### src/rtl/punc_mem_pkg.sv
// Shared types and constants for the PUnC memory responder.
// Optional statistics counters are enabled with PUNC_MEM_STATS_EN.
package punc_mem_pkg;

    typedef enum logic [1:0] {
        IDLE = 2'd0,
        BUSY = 2'd1,
        RESP = 2'd2
    } state_t;

    localparam int unsigned WAIT_CNT_W = 4;
    localparam int unsigned ADDR_W     = 16;

    localparam logic REQ_RD = 1'b0;
    localparam logic REQ_WR = 1'b1;

    // Full-width compare: any bit above the implemented depth makes the address out of range.
    function automatic logic addr_in_range(input logic [ADDR_W-1:0] addr,
                                           input int unsigned       depth_log2);
        return (depth_log2 >= ADDR_W) || ((addr >> depth_log2) == '0);
    endfunction

endpackage

### src/rtl/punc_mem_array.sv
// Synchronous single-port word array with registered read; contents are never reset.
module punc_mem_array #(
    parameter int unsigned DATA_W     = 16,
    parameter int unsigned DEPTH_LOG2 = 8
) (
    input  logic                  clk,
    input  logic                  we,
    input  logic [DEPTH_LOG2-1:0] addr,
    input  logic [DATA_W-1:0]     wdata,
    output logic [DATA_W-1:0]     rdata
);

    logic [DATA_W-1:0] mem [2**DEPTH_LOG2];

    always_ff @(posedge clk) begin
        if (we) begin
            mem[addr] <= wdata;
        end
        rdata <= mem[addr];
    end

endmodule

### src/rtl/punc_mem_responder.sv
// Handshake memory responder with programmable wait states for the PUnC core.
// Define PUNC_MEM_STATS_EN to add saturating read/write/error access counters.
module punc_mem_responder
    import punc_mem_pkg::*;
#(
    parameter int unsigned DATA_W      = 16,
    parameter int unsigned DEPTH_LOG2  = 8,
    parameter int unsigned WAIT_STATES = 2
) (
    input  logic              clk,
    input  logic              rst_n,
    input  logic              req_valid,
    output logic              req_ready,
    input  logic              req_we,
    input  logic [15:0]       req_addr,
    input  logic [DATA_W-1:0] req_wdata,
    output logic              rsp_valid,
    input  logic              rsp_ready,
    output logic [DATA_W-1:0] rsp_rdata,
    output logic              rsp_err
`ifdef PUNC_MEM_STATS_EN
    ,
    output logic [15:0]       rd_count,
    output logic [15:0]       wr_count,
    output logic [15:0]       err_count
`endif
);

    state_t                  state;
    state_t                  state_next;
    logic [WAIT_CNT_W-1:0]   wait_cnt;
    logic                    we_q;
    logic [ADDR_W-1:0]       addr_q;
    logic [DATA_W-1:0]       wdata_q;
    logic                    in_range;
    logic                    access;
    logic                    arr_we;
    logic [DATA_W-1:0]       arr_rdata;

    assign in_range = addr_in_range(addr_q, DEPTH_LOG2);
    assign access   = (state == BUSY) && (wait_cnt == '0);
    assign arr_we   = access && in_range && (we_q == REQ_WR);

    // The array keeps re-reading the latched address, so its output holds steady through RESP.
    punc_mem_array #(
        .DATA_W     (DATA_W),
        .DEPTH_LOG2 (DEPTH_LOG2)
    ) u_array (
        .clk   (clk),
        .we    (arr_we),
        .addr  (addr_q[DEPTH_LOG2-1:0]),
        .wdata (wdata_q),
        .rdata (arr_rdata)
    );

    always_ff @(posedge clk or negedge rst_n) begin
        if (!rst_n) begin
            state <= IDLE;
        end else begin
            state <= state_next;
        end
    end

    always_comb begin
        state_next = state;
        unique case (state)
            IDLE:    if (req_valid) state_next = BUSY;
            BUSY:    if (wait_cnt == '0) state_next = RESP;
            RESP:    if (rsp_ready) state_next = IDLE;
            default: state_next = IDLE;
        endcase
    end

    always_comb begin
        req_ready = (state == IDLE);
        rsp_valid = (state == RESP);
        rsp_err   = (state == RESP) && !in_range;
        rsp_rdata = ((state == RESP) && in_range && (we_q == REQ_RD)) ? arr_rdata : '0;
    end

    always_ff @(posedge clk or negedge rst_n) begin
        if (!rst_n) begin
            wait_cnt <= '0;
            we_q     <= REQ_RD;
            addr_q   <= '0;
            wdata_q  <= '0;
        end else if ((state == IDLE) && req_valid) begin
            wait_cnt <= WAIT_CNT_W'(WAIT_STATES);
            we_q     <= req_we;
            addr_q   <= req_addr;
            wdata_q  <= req_wdata;
        end else if ((state == BUSY) && (wait_cnt != '0)) begin
            wait_cnt <= wait_cnt - WAIT_CNT_W'(1);
        end
    end

`ifdef PUNC_MEM_STATS_EN
    always_ff @(posedge clk or negedge rst_n) begin
        if (!rst_n) begin
            rd_count  <= '0;
            wr_count  <= '0;
            err_count <= '0;
        end else if (access) begin
            if (!in_range) begin
                if (err_count != '1) err_count <= err_count + 16'd1;
            end else if (we_q == REQ_WR) begin
                if (wr_count != '1) wr_count <= wr_count + 16'd1;
            end else begin
                if (rd_count != '1) rd_count <= rd_count + 16'd1;
            end
        end
    end
`endif

endmodule

### config.mk
export PLATFORM = sky130hd
export DESIGN_NAME = punc_mem_responder
export DESIGN_NICKNAME = d
export VERILOG_FILES = /design/src/rtl/punc_mem_pkg.sv /design/src/rtl/punc_mem_array.sv /design/src/rtl/punc_mem_responder.sv
export SDC_FILE = /design/constraint.sdc
export NUM_CORES = 2
export LEC_CHECK = 0
export BUFFER_PORTS_ARGS = -buffer_cell sky130_fd_sc_hd__buf_4
export CORE_UTILIZATION = 40
export CTS_CLUSTER_SIZE = 20
export DETAILED_ROUTE_END_ITERATION = 10
export GPL_TIMING_DRIVEN = 0
export PLACE_DENSITY = 0.59
export SYNTH_ARGS = -nofsm -noshare
export SYNTH_HDL_FRONTEND = slang
export SYNTH_SLANG_ARGS = --single-unit
### constraint.sdc
create_clock -name clk -period 12 [get_ports clk]
set_input_delay 2.4 -clock clk [delete_from_list [all_inputs] [get_ports clk]]
set_output_delay 2.4 -clock clk [all_outputs]
set_load 0.01 [all_outputs]
==> report_table.html <==
<table>
<tr><th>Metric</th><th>Value</th></tr>
<tr><th colspan="2">Routing</th></tr>
<tr><td>ANT nets after route</td><td>0</td></tr>
<tr><td>1st-pass router iterations</td><td>8</td></tr>
<tr><td>Vias</td><td>78200</td></tr>
<tr><td>Remaining DRCs</td><td>0</td></tr>
<tr><td>Detailed-route wire length per cell</td><td>34.7 um</td></tr>
<tr><td>Violation count after the first detailed-route iteration</td><td>10500</td></tr>
<tr><td>Vias per cell</td><td>5.93</td></tr>
<tr><td>Sum of routed wire length over all layers</td><td>458 mm</td></tr>
<tr><th colspan="2">Finish</th></tr>
<tr><td>Layout Cell Area excl Fill</td><td>0.183 mm2</td></tr>
<tr><td>Final core area utilization</td><td>0.469</td></tr>
<tr><td>Number of nets in the layout</td><td>7667</td></tr>
<tr><td>Share of layout cells above drive strength 1</td><td>0.295</td></tr>
<tr><td>Fin cells</td><td>13200</td></tr>
<tr><td>Synth-to-Final Area Change</td><td>16.5%</td></tr>
<tr><td>Layout filler cell count</td><td>31800</td></tr>
<tr><th colspan="2">Setup path</th></tr>
<tr><td>Worst R2R Path Depth</td><td>8</td></tr>
<tr><td>Worst r2r src</td><td>addr_q[1]</td></tr>
<tr><td>Type of element capturing the critical path</td><td>flop</td></tr>
<tr><td>Launching instance or port of the critical path</td><td>addr_q[1]</td></tr>
<tr><td>Crit-path cells</td><td>buf_2, clkbuf_1, buf_1, mux4_2, a22oi_1, a21oi_1, o41ai_1, nand4_1</td></tr>
<tr><td>Worst EP arrival</td><td>6.86 ns</td></tr>
<tr><td>Worst reg-to-reg setup slack</td><td>5.72 ns</td></tr>
<tr><td>Critical path peak fanout</td><td>10</td></tr>
<tr><td>Critical-path cell with the highest stage delay</td><td>o41ai_1</td></tr>
<tr><td>Slowest Stage Delay on Critical Path</td><td>1.40 ns</td></tr>
<tr><td>Termination of the worst setup path</td><td>u_array.rdata[10]</td></tr>
<tr><td>CP Class</td><td>reg -&gt; reg</td></tr>
<tr><td>RR Endpoint</td><td>u_array.rdata[10]</td></tr>
<tr><td>Worst Path Required</td><td>12.59 ns</td></tr>
<tr><td>Kind of start point of the critical path</td><td>flop</td></tr>
<tr><th colspan="2">Logic synthesis</th></tr>
<tr><td>Gate Count Post-Synth</td><td>6897</td></tr>
<tr><td>Register bit total from synthesis</td><td>4151</td></tr>
<tr><td>Number of unique standard cell types used by synthesis</td><td>31</td></tr>
<tr><td>Number of synthesized flops with an enable pin</td><td>4096</td></tr>
<tr><td>Post-Syn Area</td><td>0.157 mm2</td></tr>
<tr><td>Syn Nets</td><td>6935</td></tr>
<tr><td>Sequential fraction of the synthesis area</td><td>0.792</td></tr>
<tr><td>Post-synth ARST share</td><td>0.00940</td></tr>
<tr><td>Top FF cell, synth</td><td>edfxtp_1</td></tr>
<tr><td>Most area-hungry cell type in the Yosys netlist</td><td>edfxtp_1</td></tr>
<tr><td>Synth Warn #</td><td>0</td></tr>
<tr><td>Top-area cell type share of the netlist area</td><td>0.784</td></tr>
<tr><td>Top cells by area in the synthesized netlist</td><td>edfxtp_1, mux4_2, a22oi_1</td></tr>
<tr><td>Most frequent cell after synthesis</td><td>edfxtp_1</td></tr>
<tr><td>Avg Inst Size Synth</td><td>22.7 um2</td></tr>
<tr><td>Top cell types by occurrence after synthesis</td><td>edfxtp_1, mux4_2, a22oi_1, clkbuf_1, nor2_1</td></tr>
<tr><th colspan="2">Clock tree</th></tr>
<tr><td>Clock tree from TritonCTS</td><td>done</td></tr>
<tr><td>Clock net sink count</td><td>4151</td></tr>
<tr><td>Hold buffer count at CTS</td><td>0</td></tr>
<tr><td>Clock root buffer</td><td>clkbuf_16</td></tr>
<tr><td>Clock Pin Slew Worst Setup and Hold Paths</td><td>0.06 ns</td></tr>
<tr><td>Number of buffers on the longest clock path</td><td>4</td></tr>
<tr><td>CTS resizes</td><td>0</td></tr>
<tr><td>Setup repair bufs after CTS</td><td>0</td></tr>
<tr><td>Inserted Clock Buffers</td><td>418</td></tr>
<tr><td>Later-pin clock latency in the skew report</td><td>0.98 ns</td></tr>
<tr><td>Depth of the CTS H-tree</td><td>5</td></tr>
<tr><th colspan="2">Global routing</th></tr>
<tr><td>Largest net degree at the start of global routing</td><td>85</td></tr>
<tr><td>Via count of the first global-routing pass</td><td>78100</td></tr>
<tr><td>Total overflow reported by the global router</td><td>0</td></tr>
<tr><td>Antenna violations before repair</td><td>22</td></tr>
<tr><td>Global-route wire length before repair</td><td>629 mm</td></tr>
<tr><td>Total routing resource utilization after global routing</td><td>0.228</td></tr>
<tr><th colspan="2">STA</th></tr>
<tr><td>Final-layout setup total negative slack</td><td>0 ns</td></tr>
<tr><td>Worst slew margin</td><td>-0.0623</td></tr>
<tr><td>Final worst path period need</td><td>6.28 ns</td></tr>
<tr><td>Maximum clock rate</td><td>159 MHz</td></tr>
<tr><td>RSZ-0062 raised after global routing</td><td>false</td></tr>
<tr><td>Worst hold slack across all endpoints</td><td>0.485 ns</td></tr>
<tr><td>Period Utilization, post-route</td><td>0.523</td></tr>
<tr><td>Layout Skew</td><td>0.0612 ns</td></tr>
<tr><td>Hold Violations, Final</td><td>0</td></tr>
<tr><td>Max Slew Vio Count</td><td>4</td></tr>
<tr><td>Minimum setup slack in the final design</td><td>5.72 ns</td></tr>
<tr><td>Least-Margin Pin Slew</td><td>1.57 ns</td></tr>
<tr><td>Final Setup Violations</td><td>0</td></tr>
<tr><th colspan="2">Place</th></tr>
<tr><td># placed instances</td><td>12400</td></tr>
<tr><td>DP Worst Slack</td><td>5.98 ns</td></tr>
<tr><td>Post-Place Cell Area</td><td>0.169 mm2</td></tr>
<tr><td>Dpl hpwl</td><td>309 mm</td></tr>
<tr><td>RePlAce Congestion</td><td>0.949</td></tr>
<tr><td>Count of input and output buffers</td><td>55</td></tr>
<tr><th colspan="2">Power</th></tr>
<tr><td>Total power of the final layout</td><td>44.3 mW</td></tr>
<tr><td>Static leakage power</td><td>55.8 nW</td></tr>
<tr><td>Maximum VDD drop</td><td>192 uV</td></tr>
<tr><td>Power density over the cells</td><td>243 mW/mm2</td></tr>
<tr><th colspan="2">Run status</th></tr>
<tr><td>Violated checks</td><td>max-capacitance violations, max-slew violations</td></tr>
<tr><td>Result of the run</td><td>finished, violations left</td></tr>
<tr><th colspan="2">Floorplanning</th></tr>
<tr><td>Die outline area</td><td>0.395 mm2</td></tr>
<tr><td>Count of standard-cell rows</td><td>229</td></tr>
<tr><td>Top-level port count</td><td>56</td></tr>
<tr><td>Initial standard-cell utilization of the core</td><td>0.402</td></tr>
<tr><td>Die width</td><td>628 um</td></tr>
<tr><td>Overall die height</td><td>628 um</td></tr>
<tr><td>Floorplan core area</td><td>0.390 mm2</td></tr>
<tr><th colspan="2">Hold path</th></tr>
<tr><td>Class of the tightest hold or removal check</td><td>reg -&gt; reg</td></tr>
<tr><td>Cell count of the worst hold path</td><td>2</td></tr>
<tr><th colspan="2">Job</th></tr>
<tr><td>Max cap viols</td><td>4</td></tr>
</table>
cell families after synthesis:
| kind of cell | after synthesis | synth area share |
|---|---|---|
| flops | 4151 | 0.792 |
| mux | 1024 | 0.147 |
| compound gates | 837 | 0.0364 |
| simple gates | 455 | 0.0119 |
| buf+inv | 426 | 0.0119 |
| xor+xnor | 3 | 0.000168 |
| fa+ha+maj | 1 | 0.0000798 |
how the worst min path moves through the flow:
stage,start,to,slack [ns]
floorplan,addr_q[13],addr_q[13],0.45
global placement,addr_q[9],addr_q[9],0.48
detailed placement,addr_q[10],addr_q[10],0.47
CTS,addr_q[10],addr_q[10],0.48
global route,addr_q[14],addr_q[14],0.51
finish,addr_q[10],addr_q[10],0.49
power breakdown:
group	total (mW)	internal, mW	leakage [nW]	switching, mW
Sequential	18.5	18.0	37.7	0.496
Clock	12.9	7.29	6.53	5.58
Combinational	13.0	4.26	11.5	8.72
Total	44.3	29.5	55.8	14.8
flip-flops by register name, indices dropped and copies added, names as in the netlist:
signal	count
addr_q	16
state	2
u_array.mem	4096
u_array.rdata	16
wait_cnt	4
wdata_q	16
we_q	1
cell usage in the layout, fill, tap and decap left out, types with 17 or more instances in the layout:
cell type / n
mux4_2: 1024
clkbuf_16: 425
buf_6: 23
o41ai_1: 64
edfxtp_1: 4096
clkbuf_1: 350
nand4_1: 17
buf_1: 32
dfrtp_1: 23
a22oi_1: 512
buf_16: 71
clkbuf_2: 20
buf_4: 81
nor2_2: 256
bufinv_16: 32
clkinvlp_4: 17
nand2_1: 126
a21oi_1: 257
clkinv_2: 78
buf_8: 162
buf_2: 90
and2_1: 19
clkinv_1: 69
critical path, delay by kind of cell (launching register included):
family	cells	cell delay [ns]
mux	1	0.40
simple gates	1	0.89
compound gates	3	2.08
flops	1	0.32
buf+inv	3	2.17
per-layer routing:
| metal | wire length, um | GRT usage |
|---|---|---|
| met5 | 136 | 0 |
| met1 | 175000 | 0.303 |
| met2 | 215000 | 0.360 |
| met3 | 43300 | 0.0517 |
| met4 | 24800 | 0.108 |
cell type report:
| cell class | instances | area [um2] | area share |
|---|---|---|---|
| Inverter | 6 | 22.5 | 0.000123 |
| Clock inverter | 224 | 2210 | 0.0121 |
| Timing Repair Buffer | 312 | 5150 | 0.0282 |
| Antenna cell | 14 | 35.0 | 0.000192 |
| Clock buffer | 545 | 11200 | 0.0613 |
| Multi-Input combinational cell | 2320 | 31300 | 0.171 |
| Sequential cell | 4151 | 124000 | 0.681 |
| Tap cell | 5197 | 6500 | 0.0356 |
| Buffer | 420 | 1880 | 0.0103 |
(Power assumes the default switching activity.)
